**config.mk**
```make
export PLATFORM = sky130hd
export DESIGN_NAME = wshb_pattern_writer
export DESIGN_NICKNAME = d
export VERILOG_FILES = /design/src/rtl/video_pkg.sv /design/src/rtl/pixel_counter.sv /design/src/rtl/wshb_pattern_writer.sv
export SDC_FILE = /design/constraint.sdc
export NUM_CORES = 1
export LEC_CHECK = 0
export CORE_ASPECT_RATIO = 2
export CORE_MARGIN = 3
export CORE_UTILIZATION = 30
export CTS_CLUSTER_SIZE = 25
export DETAILED_ROUTE_END_ITERATION = 12
export GPL_ROUTABILITY_DRIVEN = 0
export PLACE_DENSITY_LB_ADDON = 0.1
export SLEW_MARGIN = 25
export SYNTH_ARGS = -nofsm -noshare
export SYNTH_HDL_FRONTEND = slang
export SYNTH_SLANG_ARGS = --single-unit
```
**constraint.sdc**
```tcl
create_clock -name sys_clk -period 4.5 [get_ports sys_clk]
set_clock_uncertainty 0.05 [all_clocks]
set_input_delay 1.35 -clock sys_clk [delete_from_list [all_inputs] [get_ports sys_clk]]
set_output_delay 1.35 -clock sys_clk [all_outputs]
set_load 0.1 [all_outputs]
```
**src/rtl/video_pkg.sv**
```systemverilog
// Shared video types, colour constants and writer FSM states.
// Latency: none, types and constants only.
// Backpressure: none.
package video_pkg;

  // Pixel word, 0x00RRGGBB.
  typedef logic [31:0] pixel_t;

  localparam pixel_t WHITE = 32'h00FF_FFFF;
  localparam pixel_t BLACK = 32'h0000_0000;

  typedef enum logic [1:0] {
    IDLE  = 2'd0,
    REQ   = 2'd1,
    PAUSE = 2'd2,
    DRAIN = 2'd3
  } state_t;

  // A pixel lies on the grid when its column or its row is on a grid line.
  function automatic pixel_t grid_pixel(input logic on_col, input logic on_row);
    return (on_col || on_row) ? WHITE : BLACK;
  endfunction

endpackage

```
**src/rtl/pixel_counter.sv**
```systemverilog
// Raster walker: x/y counters, byte address pointer, grid pixel and last-pixel flag.
// Latency: outputs describe the current pixel and update on the edge after clr/adv.
// Backpressure: holds while adv is low; clr returns to pixel (0,0).
//
// Ports: sys_clk/sys_rst_n clock and async active-low reset; clr restarts the
// raster; adv steps to the next pixel; adr/dat give the current pixel's byte
// address and colour; last is high while the current pixel is the final one.
module pixel_counter
  import video_pkg::*;
#(
  parameter int          HDISP    = 800,
  parameter int          VDISP    = 480,
  parameter logic [31:0] BASE_ADR = 32'h0,
  parameter int          GRID     = 16
) (
  input  logic        sys_clk,
  input  logic        sys_rst_n,
  input  logic        clr,
  input  logic        adv,
  output logic [31:0] adr,
  output pixel_t      dat,
  output logic        last
);

  localparam int XW = (HDISP > 1) ? $clog2(HDISP) : 1;
  localparam int YW = (VDISP > 1) ? $clog2(VDISP) : 1;
  localparam logic [XW-1:0] XLAST = XW'(HDISP - 1);
  localparam logic [YW-1:0] YLAST = YW'(VDISP - 1);
  // GRID is a power of two, so "mod GRID == 0" is a mask test. If GRID
  // exceeds the counter range the truncated mask is all ones, which still
  // marks only coordinate 0 -- the correct answer in that case.
  localparam logic [XW-1:0] XMASK = XW'(GRID - 1);
  localparam logic [YW-1:0] YMASK = YW'(GRID - 1);

  logic [XW-1:0] x, nx;
  logic [YW-1:0] y, ny;

  always_comb begin
    nx = x;
    ny = y;
    if (clr) begin
      nx = '0;
      ny = '0;
    end else if (x == XLAST) begin
      nx = '0;
      ny = (y == YLAST) ? '0 : y + 1'b1;
    end else begin
      nx = x + 1'b1;
    end
  end

  // Address is a running pointer so no multiplier is needed; colour and the
  // last flag are computed from the next coordinates so every output is a flop.
  always_ff @(posedge sys_clk or negedge sys_rst_n) begin
    if (!sys_rst_n) begin
      x    <= '0;
      y    <= '0;
      adr  <= BASE_ADR;
      dat  <= BLACK;
      last <= 1'b0;
    end else if (clr || adv) begin
      x    <= nx;
      y    <= ny;
      adr  <= clr ? BASE_ADR : adr + 32'd4;
      dat  <= grid_pixel((nx & XMASK) == '0, (ny & YMASK) == '0);
      last <= (nx == XLAST) && (ny == YLAST);
    end
  end

endmodule

```
**src/rtl/wshb_pattern_writer.sv**
```systemverilog
// Wishbone pipelined master filling an HDISP x VDISP framebuffer with a grid pattern.
// Latency: first stb one cycle after start; one write per cycle with a zero-wait slave.
// Backpressure: holds stb/adr/dat under stall; caps MAX_OUT unacked writes; yields on request.
//
// Ports: sys_clk, sys_rst_n (async active-low); start pulse begins a fill;
// yield asks for the bus; cyc/stb/we/adr/dat_ms/sel/ack/stall form the
// Wishbone master port; busy spans the fill; done pulses when the last write
// is acknowledged.
// Build option: WSHB_PATTERN_LOOP_EN makes the fill restart at pixel (0,0)
// after every frame without a new start.
module wshb_pattern_writer
  import video_pkg::*;
#(
  parameter int          HDISP    = 800,
  parameter int          VDISP    = 480,
  parameter logic [31:0] BASE_ADR = 32'h0,
  parameter int          GRID     = 16,
  parameter int          MAX_OUT  = 4
) (
  input  logic        sys_clk,
  input  logic        sys_rst_n,
  input  logic        start,
  input  logic        yield,
  output logic        cyc,
  output logic        stb,
  output logic        we,
  output logic [31:0] adr,
  output logic [31:0] dat_ms,
  output logic [3:0]  sel,
  input  logic        ack,
  input  logic        stall,
  output logic        busy,
  output logic        done
);

  localparam int CW = $clog2(MAX_OUT + 1);
  localparam logic [CW-1:0] CMAX = CW'(MAX_OUT);

  state_t        state;
  logic [CW-1:0] cnt;
  logic [CW-1:0] cnt_nxt;
  logic          accept;
  logic          ack_eff;
  logic          room;
  logic          last;
  logic          clr;

  assign sel = 4'hF;

  assign accept  = stb & ~stall;
  // A stray ack with nothing outstanding is dropped so the count cannot wrap.
  assign ack_eff = ack & (cnt != '0);
  assign cnt_nxt = cnt + CW'(accept) - CW'(ack_eff);
  assign room    = (cnt_nxt < CMAX);

  always_comb begin
    clr = 1'b0;
    if (state == IDLE && start) begin
      clr = 1'b1;
    end
`ifdef WSHB_PATTERN_LOOP_EN
    if (state == DRAIN && cnt_nxt == '0) begin
      clr = 1'b1;
    end
`endif
  end

  pixel_counter #(
    .HDISP    (HDISP),
    .VDISP    (VDISP),
    .BASE_ADR (BASE_ADR),
    .GRID     (GRID)
  ) u_pix (
    .sys_clk   (sys_clk),
    .sys_rst_n (sys_rst_n),
    .clr       (clr),
    .adv       (accept),
    .adr       (adr),
    .dat       (dat_ms),
    .last      (last)
  );

  always_ff @(posedge sys_clk or negedge sys_rst_n) begin
    if (!sys_rst_n) begin
      state <= IDLE;
      cyc   <= 1'b0;
      stb   <= 1'b0;
      we    <= 1'b0;
      busy  <= 1'b0;
      done  <= 1'b0;
      cnt   <= '0;
    end else begin
      cnt  <= cnt_nxt;
      done <= 1'b0;
      unique case (state)
        IDLE: begin
          if (start) begin
            state <= REQ;
            cyc   <= 1'b1;
            we    <= 1'b1;
            stb   <= 1'b1;
            busy  <= 1'b1;
          end
        end
        REQ: begin
          if (accept && last) begin
            state <= DRAIN;
            stb   <= 1'b0;
          end else if (yield && (!stb || accept)) begin
            // Only leave once nothing is waiting on the slave's stall.
            state <= PAUSE;
            stb   <= 1'b0;
            cyc   <= (cnt_nxt != '0);
            we    <= (cnt_nxt != '0);
          end else begin
            // A stalled request must stay on the bus unchanged.
            stb <= (stb && !accept) || room;
          end
        end
        PAUSE: begin
          stb <= 1'b0;
          if (!yield && cnt == '0) begin
            state <= REQ;
            cyc   <= 1'b1;
            we    <= 1'b1;
            stb   <= 1'b1;
          end else begin
            cyc <= (cnt_nxt != '0);
            we  <= (cnt_nxt != '0);
          end
        end
        DRAIN: begin
          if (cnt_nxt == '0) begin
            done <= 1'b1;
`ifdef WSHB_PATTERN_LOOP_EN
            state <= REQ;
            stb   <= 1'b1;
`else
            state <= IDLE;
            cyc   <= 1'b0;
            we    <= 1'b0;
            busy  <= 1'b0;
`endif
          end
        end
        default: state <= IDLE;
      endcase
    end
  end

endmodule

```
# Yosys cells after proc, flatten, opt, wreduce, memory -nomap -nowiden

Cells that the tools add are included.

Add/subtract/negate cells: 5
Magnitude comparators: 1
Eq/ne operators: 13
Muxes and demuxes: 27
Bitwise operators: 3
Reductions and logical operators: 26

Operator list:

| kind                  | number |
|---|---|
| $add 32x3->32 const B | 1 |
| $mux 32               | 1 |
| $mux 9                | 3 |
| $mux 24               | 1 |
| $eq 10x10->1 const B  | 2 |
| $mux 10               | 2 |
| $eq 9x9->1 const B    | 2 |
| $mux 1                | 11 |
| $add 10x1->10 const B | 1 |
| $logic_not 10->1      | 1 |
| $mux 2                | 5 |
| $ne 2x2->1 const B    | 5 |
| $add 9x1->9 const B   | 1 |
| $logic_not 9->1       | 1 |
| $reduce_bool 3->1     | 3 |
| $pmux 2 s4            | 1 |
| $reduce_and 4->1      | 2 |
| $logic_and 1x1->1     | 6 |
| $logic_not 3->1       | 2 |
| $eq 2x2->1 const B    | 2 |
| $logic_or 1x1->1      | 4 |
| $pmux 1 s4            | 1 |
| $add 3x1->3           | 1 |
| $logic_not 1->1       | 3 |
| other kinds (12)      | 13 |

Bits in registers: 93
Input port bits: 6
Logic and storage cells: 86

# Logic depth before layout (Yosys ltp)

Gate-level depths: netlist (run 1).

Depth after elaboration: 9
Mapped depth: 15
Mapped depth without buffers: 12

# Modules after synthesis

A second synthesis (run 1) with hierarchy kept.

Cells, all modules: 414
Area, all modules: 3,721.1 um^2

Modules (own cells, without submodules):

| module              | instances | cells each | area an instance (um^2) | sequential area each (um^2) |
|---|---|---|---|---|
| pixel_counter       | 1         | 351        | 3,091.7                 | 1,276.2 |
| wshb_pattern_writer | 1         | 63         | 629.4                   | 225.2 |

# Worst setup path before layout (run 1)

OpenSTA, ideal clock, no wires.

Path kind: input to register
Start: in stall
End: reg state[0]
Setup time: 0.126 ns
Arrival: 4.142 ns
Data required time: 4.324 ns
Setup slack: 0.182 ns
Cell stages on the path: 15
Buffers on the path: 3
Path through: and2b_1 buf_4 inv_2 buf_6 clkbuf_1 ha_1 inv_1 ha_1 inv_1 fa_1 xor3_1 or3_1 a21oi_2 nand3_1 mux2i_1

Longest elaborated chain between the ends: 7
Elaborated cells on any way between the ends: 13

Ends and longest elaborated chain:

| what                              | RTL line                   | source |
|---|---|---|
| start, declared                   | wshb_pattern_writer.sv:31  | `input logic stall,` |
| $not 1->1                         | wshb_pattern_writer.sv:50  | `assign accept = stb & ~stall;` |
| $and 1x1->1                       | wshb_pattern_writer.sv:50  |  |
| $add 3x1->3                       | wshb_pattern_writer.sv:53  | `assign cnt_nxt = cnt + CW'(accept) - CW'(ack_eff);` |
| $sub 3x1->3                       | wshb_pattern_writer.sv:53  |  |
| via cnt_nxt[2]                    | wshb_pattern_writer.sv:41  | `logic [CW-1:0] cnt_nxt;` |
| $logic_not 3->1                   | wshb_pattern_writer.sv:133 | `if (cnt_nxt == '0) begin` |
| $ne 2x2->1 (no source line)       | n/a                        |  |
| $reduce_and 4->1 (no source line) | n/a                        |  |
| end signal, assigned              | wshb_pattern_writer.sv:123 | `state <= REQ;` |
| end signal, assigned              | wshb_pattern_writer.sv:139 | `state <= IDLE;` |
| end signal, assigned              | wshb_pattern_writer.sv:146 | `default: state <= IDLE;` |
| end, declared                     | wshb_pattern_writer.sv:39  | `state_t state;` |

The timed path passes the listed nets, and every way through them passes these cells.
A chain may end at the register's enable or synchronous reset.

# Worst setup path in the final report (run 1)

Same ends and word-level chain as after synthesis.

==> impl_summary.log, run 1 <==
INFO  metric ys_dominant_reg_cell = sky130_fd_sc_hd__dfrtp_1
INFO  metric critPathMaxFanout = 5
INFO  metric placed_cells_incl_taps = 576
INFO  metric synth_top_family_by_area = simple AND/OR/NAND/NOR gates
INFO  metric globalRoute.totalOverflow = 0
INFO  metric syn_area_per_cell = 9.15 sq um
INFO  metric run_status = complete, no violations
INFO  metric hold_path_startpoint = busy
INFO  metric cp.required = 4650 ps
INFO  metric vdd_ir_drop_max = 0.568 mV
INFO  metric worstSetupStartpointType = input port
INFO  metric timing.critical_path.max_delay_family = simple AND/OR/NAND/NOR gates
INFO  metric ctsHoldBuffers = 0
INFO  metric placement.io_buffers = 64
INFO  metric synth_top_area_cell = sky130_fd_sc_hd__dfrtp_1
INFO  metric post-place-ws = 59.3 ps
INFO  metric clock.fmax = 0.245 GHz
INFO  metric dr.first_iter.drc_count = 125
INFO  metric yosys_warnings = 0
INFO  metric post-route-drc-count = 0
INFO  metric clkSinkCount = 60
INFO  metric postSynthRegisterBits = 60
INFO  metric ys_top_cells_by_count = 60 x sky130_fd_sc_hd__dfrtp_1, 45 x sky130_fd_sc_hd__nor2_1, 39 x sky130_fd_sc_hd__buf_4, 28 x sky130_fd_sc_hd__xor2_1, 25 x sky130_fd_sc_hd__nand2_1
INFO  metric cts-root-to-sink-buffers = 2
INFO  metric setup.worst_path.end_class = flip-flop
INFO  metric critical_path_cell_count = 13
INFO  metric synth_fa_ha_area_frac = 0.0394
INFO  metric site_row_count = 56
INFO  metric yosys.area_share.xor_xnor = 0.0943
INFO  metric tritoncts = built
INFO  metric stdcell_count = 591
INFO  metric final_net_count = 459
INFO  metric dpl-instance-area = 0.00418 sq mm
INFO  metric proportion_of_netlist_area_held_by_the_largest_area_contributor = 0.407
INFO  metric power_leakage = 1.93 nW
INFO  metric floorplan_die_height = 163 um
INFO  metric initial_utilization = 0.311
INFO  metric sequential_cell_area_fraction_in_the_yosys_report = 0.407
INFO  metric post_synth_main_area_contributors = sky130_fd_sc_hd__dfrtp_1 41%, sky130_fd_sc_hd__buf_4 7.9%, sky130_fd_sc_hd__xor2_1 6.7%
INFO  metric clk_latency = 330 ps
INFO  metric synth_async_sr_flop_share = 1.00
INFO  metric worst_slew_pin_slew = 986 ps
INFO  metric design.die.area = 0.0137 sq mm
INFO  metric wl_per_cell = 16.0 um
INFO  metric maxSlewViolCount = 0
INFO  metric power.density = 685 mW/mm^2
INFO  metric worst_ep_arrival_time = 4230 ps
INFO  metric worstReg2RegEnd = state[0]
INFO  metric antenna_violations_before_repair = 0
INFO  metric mappedNetlistArea = 0.00369 sq mm
INFO  metric grt_start_max_net_pins = 38
INFO  metric synth_cells = 403
INFO  metric io_pins = 79
INFO  metric grt.total_usage = 0.145
INFO  metric clkTransAtPathRegs = 50 ps
INFO  metric drt.antenna.violating_nets = 0
INFO  metric layout_min_cycle_time = 4080 ps
INFO  metric floorplan.core_area = 0.0118 sq mm
INFO  metric timing.max_cap.violations = 0
INFO  metric min_delay_path_depth = 2
INFO  metric clk_root_buffer_cell = sky130_fd_sc_hd__clkbuf_16
INFO  metric slew_headroom = 0.340
INFO  metric viasPerCell = 5.06
INFO  metric firstDrtPassIters = 4
INFO  metric totalPowerFinal = 3.04 mW
INFO  metric yosysMostFrequentCell = sky130_fd_sc_hd__dfrtp_1
INFO  metric diodes = 0
INFO  metric critical_path_cell_with_the_highest_stage_delay = sky130_fd_sc_hd__clkdlybuf4s50_1
INFO  metric worst_setup_path_class = input port to flip-flop
INFO  metric route.vias.total = 2988
INFO  metric synth-compound-area-share = 0.0964
INFO  metric numCtsBuffers = 9
INFO  metric finalWirelength = 9450 um
INFO  metric r2r-start = cnt[1]
INFO  metric timing.critical_path.buf_inv = 4
INFO  metric layout.cell_area.non_filler = 0.00443 sq mm
INFO  metric synthToLayoutAreaGrowth = 20.2%
INFO  metric holdCritPathClass = flip-flop to flip-flop
INFO  metric hold_viol = 0
INFO  metric final.setup.tns = 0 ps
INFO  metric hold-path-endpoint = busy
INFO  metric fp.dieW = 84.4 um
INFO  metric cts.repair.resized = 0
INFO  metric post_cts_setup_inserts = 0
INFO  metric grt_setup_unrepaired = false
INFO  metric synth-edff-count = 0
INFO  metric global_route_wire_length_before_repair = 15800 um
INFO  metric ys_types = 50
INFO  metric ff2ff_setup_slack = 1400 ps
INFO  metric htree_levels = 3
INFO  metric setup_slack = 416 ps
INFO  metric min_period_over_period = 0.907
INFO  metric drive_above_1_share = 0.119
INFO  metric post_synth_and_or_nand_nor_area_fraction = 0.243
INFO  metric setup_viol_count_final = 0
INFO  metric muxShareOfSynthArea = 0.00814
INFO  metric cp_slowest_stage_delay = 480 ps
INFO  metric reg2reg_depth = 11
INFO  metric first_global_vias = 3123
INFO  metric crit_path_cells = clkdlybuf4s50_1 > and2b_1 > inv_2 > ha_1 > inv_1 > ha_1 > inv_1 > fa_1 > xor3_1 > or3_1 > a21oi_2 > nand3_1 > mux2i_1
INFO  metric place.detailed.hpwl = 6870 um
## routing by layer
layer	global-route usage	share of wire	vias to the layer above
met3	0.0299	0.042	19
met4	0.0785	0.029	0
met2	0.262	0.54	81
met5	0	0	-
met1	0.155	0.39	1457
li1	-	-	1431
## sequential cells by signal (all words and copies together) (netlist names)
register and cells:
u_pix.x 10, we 1, state 2, u_pix.adr 30, busy 1, u_pix.last 1, u_pix.dat 1, cnt 3
done 1, stb 1, u_pix.y 9
## stage by stage
stage	hold slack [ps]	util
6_report	482	0.374
5_1_grt	502	0.374
4_1_cts	489	0.374
3_5_place_dp	473	0.353
3_3_place_gp	470	0.353
2_1_floorplan	458	-
## cell families after synthesis
family / Yosys count
simple gates: 164
buf+inv: 66
flops: 60
compound gates: 59
xor+xnor: 38
fa+ha+maj: 11
mux: 3
other cells: 2
## layout make-up
| type | count | area [sq um] |
|---|---|---|
| clock buffers | 12 | 236 |
| clock inverters | 3 | 15.0 |
| repair buffers | 70 | 621 |
| inverters | 12 | 45.0 |
| well taps | 145 | 181 |
| flip-flops and latches | 60 | 1500 |
| fillers | 1231 | 7410 |
| multi-input cells | 289 | 1830 |
## layout by cell type (no fill, tap or decap), types with 3 or more instances in the layout
cell type                         synthesis  final
sky130_fd_sc_hd__and3_1                  10     10
sky130_fd_sc_hd__nor3_1                   9      8
sky130_fd_sc_hd__nor2_1                  45     45
sky130_fd_sc_hd__mux2i_1                  3      3
sky130_fd_sc_hd__nand2b_1                 3      3
sky130_fd_sc_hd__clkinv_2                 0      3
sky130_fd_sc_hd__xnor2_1                  9      9
sky130_fd_sc_hd__nand4_1                 18     18
sky130_fd_sc_hd__o21ai_0                 14     14
sky130_fd_sc_hd__a21oi_1                 23     23
sky130_fd_sc_hd__a31oi_1                  5      5
sky130_fd_sc_hd__and2_1                   4      3
sky130_fd_sc_hd__or3_1                    8      8
sky130_fd_sc_hd__buf_4                   39     30
sky130_fd_sc_hd__nand2_1                 25     25
sky130_fd_sc_hd__and4_1                   4      4
sky130_fd_sc_hd__xor2_1                  28     28
sky130_fd_sc_hd__inv_1                   11     11
sky130_fd_sc_hd__ha_1                    10     10
sky130_fd_sc_hd__nand4b_1                 3      3
sky130_fd_sc_hd__clkdlybuf4s50_1          0     39
sky130_fd_sc_hd__o211ai_1                 4      4
sky130_fd_sc_hd__clkbuf_1                10      3
sky130_fd_sc_hd__clkbuf_16                0      9
sky130_fd_sc_hd__nor2b_1                  3      3
sky130_fd_sc_hd__nand3_1                 20     20
sky130_fd_sc_hd__nor4_1                   3      3
sky130_fd_sc_hd__conb_1                   2     14
sky130_fd_sc_hd__dfrtp_1                 60     60
## how the worst max path moves through the flow
stage / slack [ps] / end / startpoint
finish: 420 / state[0] / stall
global route: 170 / state[1] / stall
CTS: 390 / state[1] / stall
detailed placement: 60 / state[0] / stall
global placement: 120 / state[0] / stall
floorplan: 180 / state[0] / stall
## tightest hold or removal path, cell delays in order (launching register included)
cell	delay [ps]
sky130_fd_sc_hd__dfrtp_1	350
sky130_fd_sc_hd__o21ai_0	90
sky130_fd_sc_hd__nand2_1	60
## power by group
part | leakage, nW | internal, mW | switching [mW] | total (mW)
Clock | 0.126 | 0.367 | 0.239 | 0.605
Combinational | 0.994 | 0.375 | 1.32 | 1.69
Sequential | 0.805 | 0.619 | 0.116 | 0.735
Total | 1.93 | 1.36 | 1.67 | 3.04
Power figures use the tool's default switching activity.
==> run 2, diff against run 1 <==
- CTS_CLUSTER_SIZE: 25 -> default
- REMOVE_ABC_BUFFERS: default -> 1
==> run 2 against run 1 <==
  * Routed wire length grew 3.7%
  * Sequential power is essentially flat
  * Register-to-register slack lost 40 ps
  * Maximum frequency is essentially flat
  * Sequential share of layout area shrank 0.32 points
  * Worst setup slack gained 2.6 ps
  * Sequential cell count is the same
==> impl_summary.log, run 2 (synthesized netlist as in run 1, its figures left out) <==
INFO  metric ctsHoldBuffers = 0 (unchanged)
INFO  metric first_global_vias = 2961 (was 3123)
INFO  metric worst_setup_path_class = input port to flip-flop (unchanged)
INFO  metric top_regs = u_pix.adr x30, u_pix.x x10, u_pix.y x9 (unchanged)
INFO  metric synthToLayoutAreaGrowth = 21.3% (was 20.2%)
INFO  metric reg2reg_depth = 11 (unchanged)
INFO  metric worstReg2RegEnd = state[1] (was state[0])
INFO  metric grt.total_usage = 0.146 (was 0.145)
INFO  metric worstSetupStartpointType = input port (unchanged)
INFO  metric post_cts_setup_inserts = 0 (unchanged)
INFO  metric cts.repair.resized = 0 (unchanged)
INFO  metric final.hold.worst_slack = 491 ps (was 482 ps)
INFO  metric viasPerCell = 4.96 (was 5.06)
INFO  metric clk_latency = 330 ps (about the same)
INFO  metric power_leakage = 1.95 nW (was 1.93 nW)
INFO  metric route.vias.total = 2939 (was 2988)
INFO  metric fp.dieW = 84.4 um (unchanged)
INFO  metric drt.antenna.violating_nets = 0 (unchanged)
INFO  metric wl_per_cell = 16.6 um (was 16.0 um)
INFO  metric htree_levels = 3 (unchanged)
INFO  metric run_status = complete, no violations (unchanged)
INFO  metric diodes = 0 (unchanged)
INFO  metric largest_register = u_pix.adr (unchanged)
INFO  metric clkTransAtPathRegs = 50 ps (about the same)
INFO  metric layout_min_cycle_time = 4080 ps (about the same)
INFO  metric drive_above_1_share = 0.125 (was 0.119)
INFO  metric mostFrequentLayoutCells = 60 x sky130_fd_sc_hd__dfrtp_1, 45 x sky130_fd_sc_hd__nor2_1, 39 x sky130_fd_sc_hd__clkdlybuf4s50_1 (unchanged)
INFO  metric design.die.area = 0.0137 sq mm (unchanged)
INFO  metric worst_ep_arrival_time = 4270 ps (was 4230 ps)
INFO  metric largest_register_ff_count = 30 (unchanged)
INFO  metric dr.first_iter.drc_count = 118 (was 125)
INFO  metric initial_utilization = 0.311 (unchanged)
INFO  metric finalWirelength = 9800 um (was 9450 um)
INFO  metric setup_viol_count_final = 0 (unchanged)
INFO  metric r2r-start = cnt[1] (unchanged)
INFO  metric vdd_ir_drop_max = 0.662 mV (was 0.568 mV)
INFO  metric final_net_count = 460 (was 459)
INFO  metric hold_viol = 0 (unchanged)
INFO  metric critPathMaxFanout = 5 (unchanged)
INFO  metric cp.required = 4690 ps (was 4650 ps)
INFO  metric placement.io_buffers = 64 (unchanged)
INFO  metric grt_start_max_net_pins = 39 (was 38)
INFO  metric clock.fmax = 0.245 GHz (about the same)
INFO  metric mostFrequentLayoutCell = sky130_fd_sc_hd__dfrtp_1 (unchanged)
INFO  metric holdCritPathClass = flip-flop to flip-flop (unchanged)
INFO  metric power.density = 697 mW/mm^2 (was 685 mW/mm^2)
INFO  metric antenna_violations_before_repair = 0 (unchanged)
INFO  metric grt_setup_unrepaired = false (unchanged)
INFO  metric maxSlewViolCount = 0 (unchanged)
INFO  metric firstDrtPassIters = 4 (unchanged)
INFO  metric timing.max_cap.violations = 0 (unchanged)
INFO  metric sequential_cell_area = 0.00150 sq mm (unchanged)
INFO  metric ff2ff_setup_slack = 1360 ps (was 1400 ps)
INFO  metric setup.worst_path.end_class = flip-flop (unchanged)
INFO  metric place.detailed.hpwl = 7260 um (was 6870 um)
INFO  metric final.fill_count = 1189 (was 1231)
INFO  metric site_row_count = 56 (unchanged)
INFO  metric setup.worst_path.start = stall (unchanged)
INFO  metric globalRoute.totalOverflow = 0 (unchanged)
INFO  metric numCtsBuffers = 9 (unchanged)
INFO  metric tritoncts = built (unchanged)
INFO  metric clk_root_buffer_cell = sky130_fd_sc_hd__clkbuf_16 (unchanged)
INFO  metric floorplan.core_area = 0.0118 sq mm (unchanged)
INFO  metric global_route_wire_length_before_repair = 15600 um (was 15800 um)
INFO  metric slew_headroom = 0.336 (was 0.340)
INFO  metric multiInputGateArea = 0.00183 sq mm (about the same)
INFO  metric floorplan_die_height = 163 um (unchanged)
INFO  metric utilization = 0.378 (was 0.374)
INFO  metric post-route-drc-count = 0 (unchanged)
INFO  metric clkSinkCount = 60 (unchanged)
INFO  metric cts-root-to-sink-buffers = 2 (unchanged)
INFO  metric worst_slew_pin_slew = 994 ps (was 986 ps)
INFO  metric min_period_over_period = 0.907 (about the same)
INFO  metric io_pins = 79 (unchanged)
INFO  metric crit_path_end = state[1] (was state[0])
==> run 2: how the worst min path moves through the flow <==
| stage | start | endpoint | slack [ps] | depth (start not counted) |
|---|---|---|---|---|
| global placement | u_pix.adr[31] | u_pix.adr[31] | 470 | 2 |
| detailed placement | u_pix.adr[31] | u_pix.adr[31] | 480 | 2 |
| CTS | u_pix.adr[31] | u_pix.adr[31] | 500 | 2 |
| global route | busy | busy | 520 | 2 |
| finish | u_pix.adr[31] | u_pix.adr[31] | 490 | 2 |
| floorplan | u_pix.last | u_pix.last | 460 | 2 |
==> run 2: per-layer routing <==
layer | vias to the layer above | track usage | wire length [um]
li1 | 1435 | - | -
met1 | 1424 | 0.145 | 3480
met2 | 55 | 0.279 | 5710
met3 | 25 | 0.0248 | 261
met4 | 0 | 0.0821 | 342
met5 | - | 0 | 0
==> run 2: final cells by class <==
cell class / count / share of cell area
multi-input combinational: 289 / 0.408
sequential: 60 / 0.336
timing repair buffer: 71 / 0.140
inverter: 12 / 0.0101
clock buffer: 10 / 0.0534
tap: 145 / 0.0405
clock inverter: 5 / 0.0117
==> run 2: through the flow <==
stage               instance area (sq um)  power, mW  worst slack [ps]  std cells  TNS, ps
floorplan                            3370       1.61            -11490        361  -286670
global placement                     4180       2.45               157        577        0
detailed placement                   4180       2.46              85.8        577        0
CTS                                  4470       3.16               425        592        0
global route                         4470       3.27               246        592        0
finish                               4470       3.12               419        592        0
==> run 2: where the power goes <==
part	internal, mW	switching [mW]	total (mW)
combinational	0.379	1.33	1.70
sequential	0.619	0.118	0.738
clock	0.437	0.240	0.677
total	1.43	1.68	3.12
==> run 2: worst max-delay path, stage by stage <==
cell	delay (ps)
sky130_fd_sc_hd__clkdlybuf4s50_1	410
sky130_fd_sc_hd__and2b_1	220
sky130_fd_sc_hd__inv_2	40
sky130_fd_sc_hd__ha_1	260
sky130_fd_sc_hd__inv_1	50
sky130_fd_sc_hd__ha_1	130
sky130_fd_sc_hd__inv_1	50
sky130_fd_sc_hd__fa_1	360
sky130_fd_sc_hd__xor3_1	410
sky130_fd_sc_hd__or3_1	410
sky130_fd_sc_hd__a21oi_2	240
sky130_fd_sc_hd__nand3_1	140
sky130_fd_sc_hd__a2bb2oi_1	200
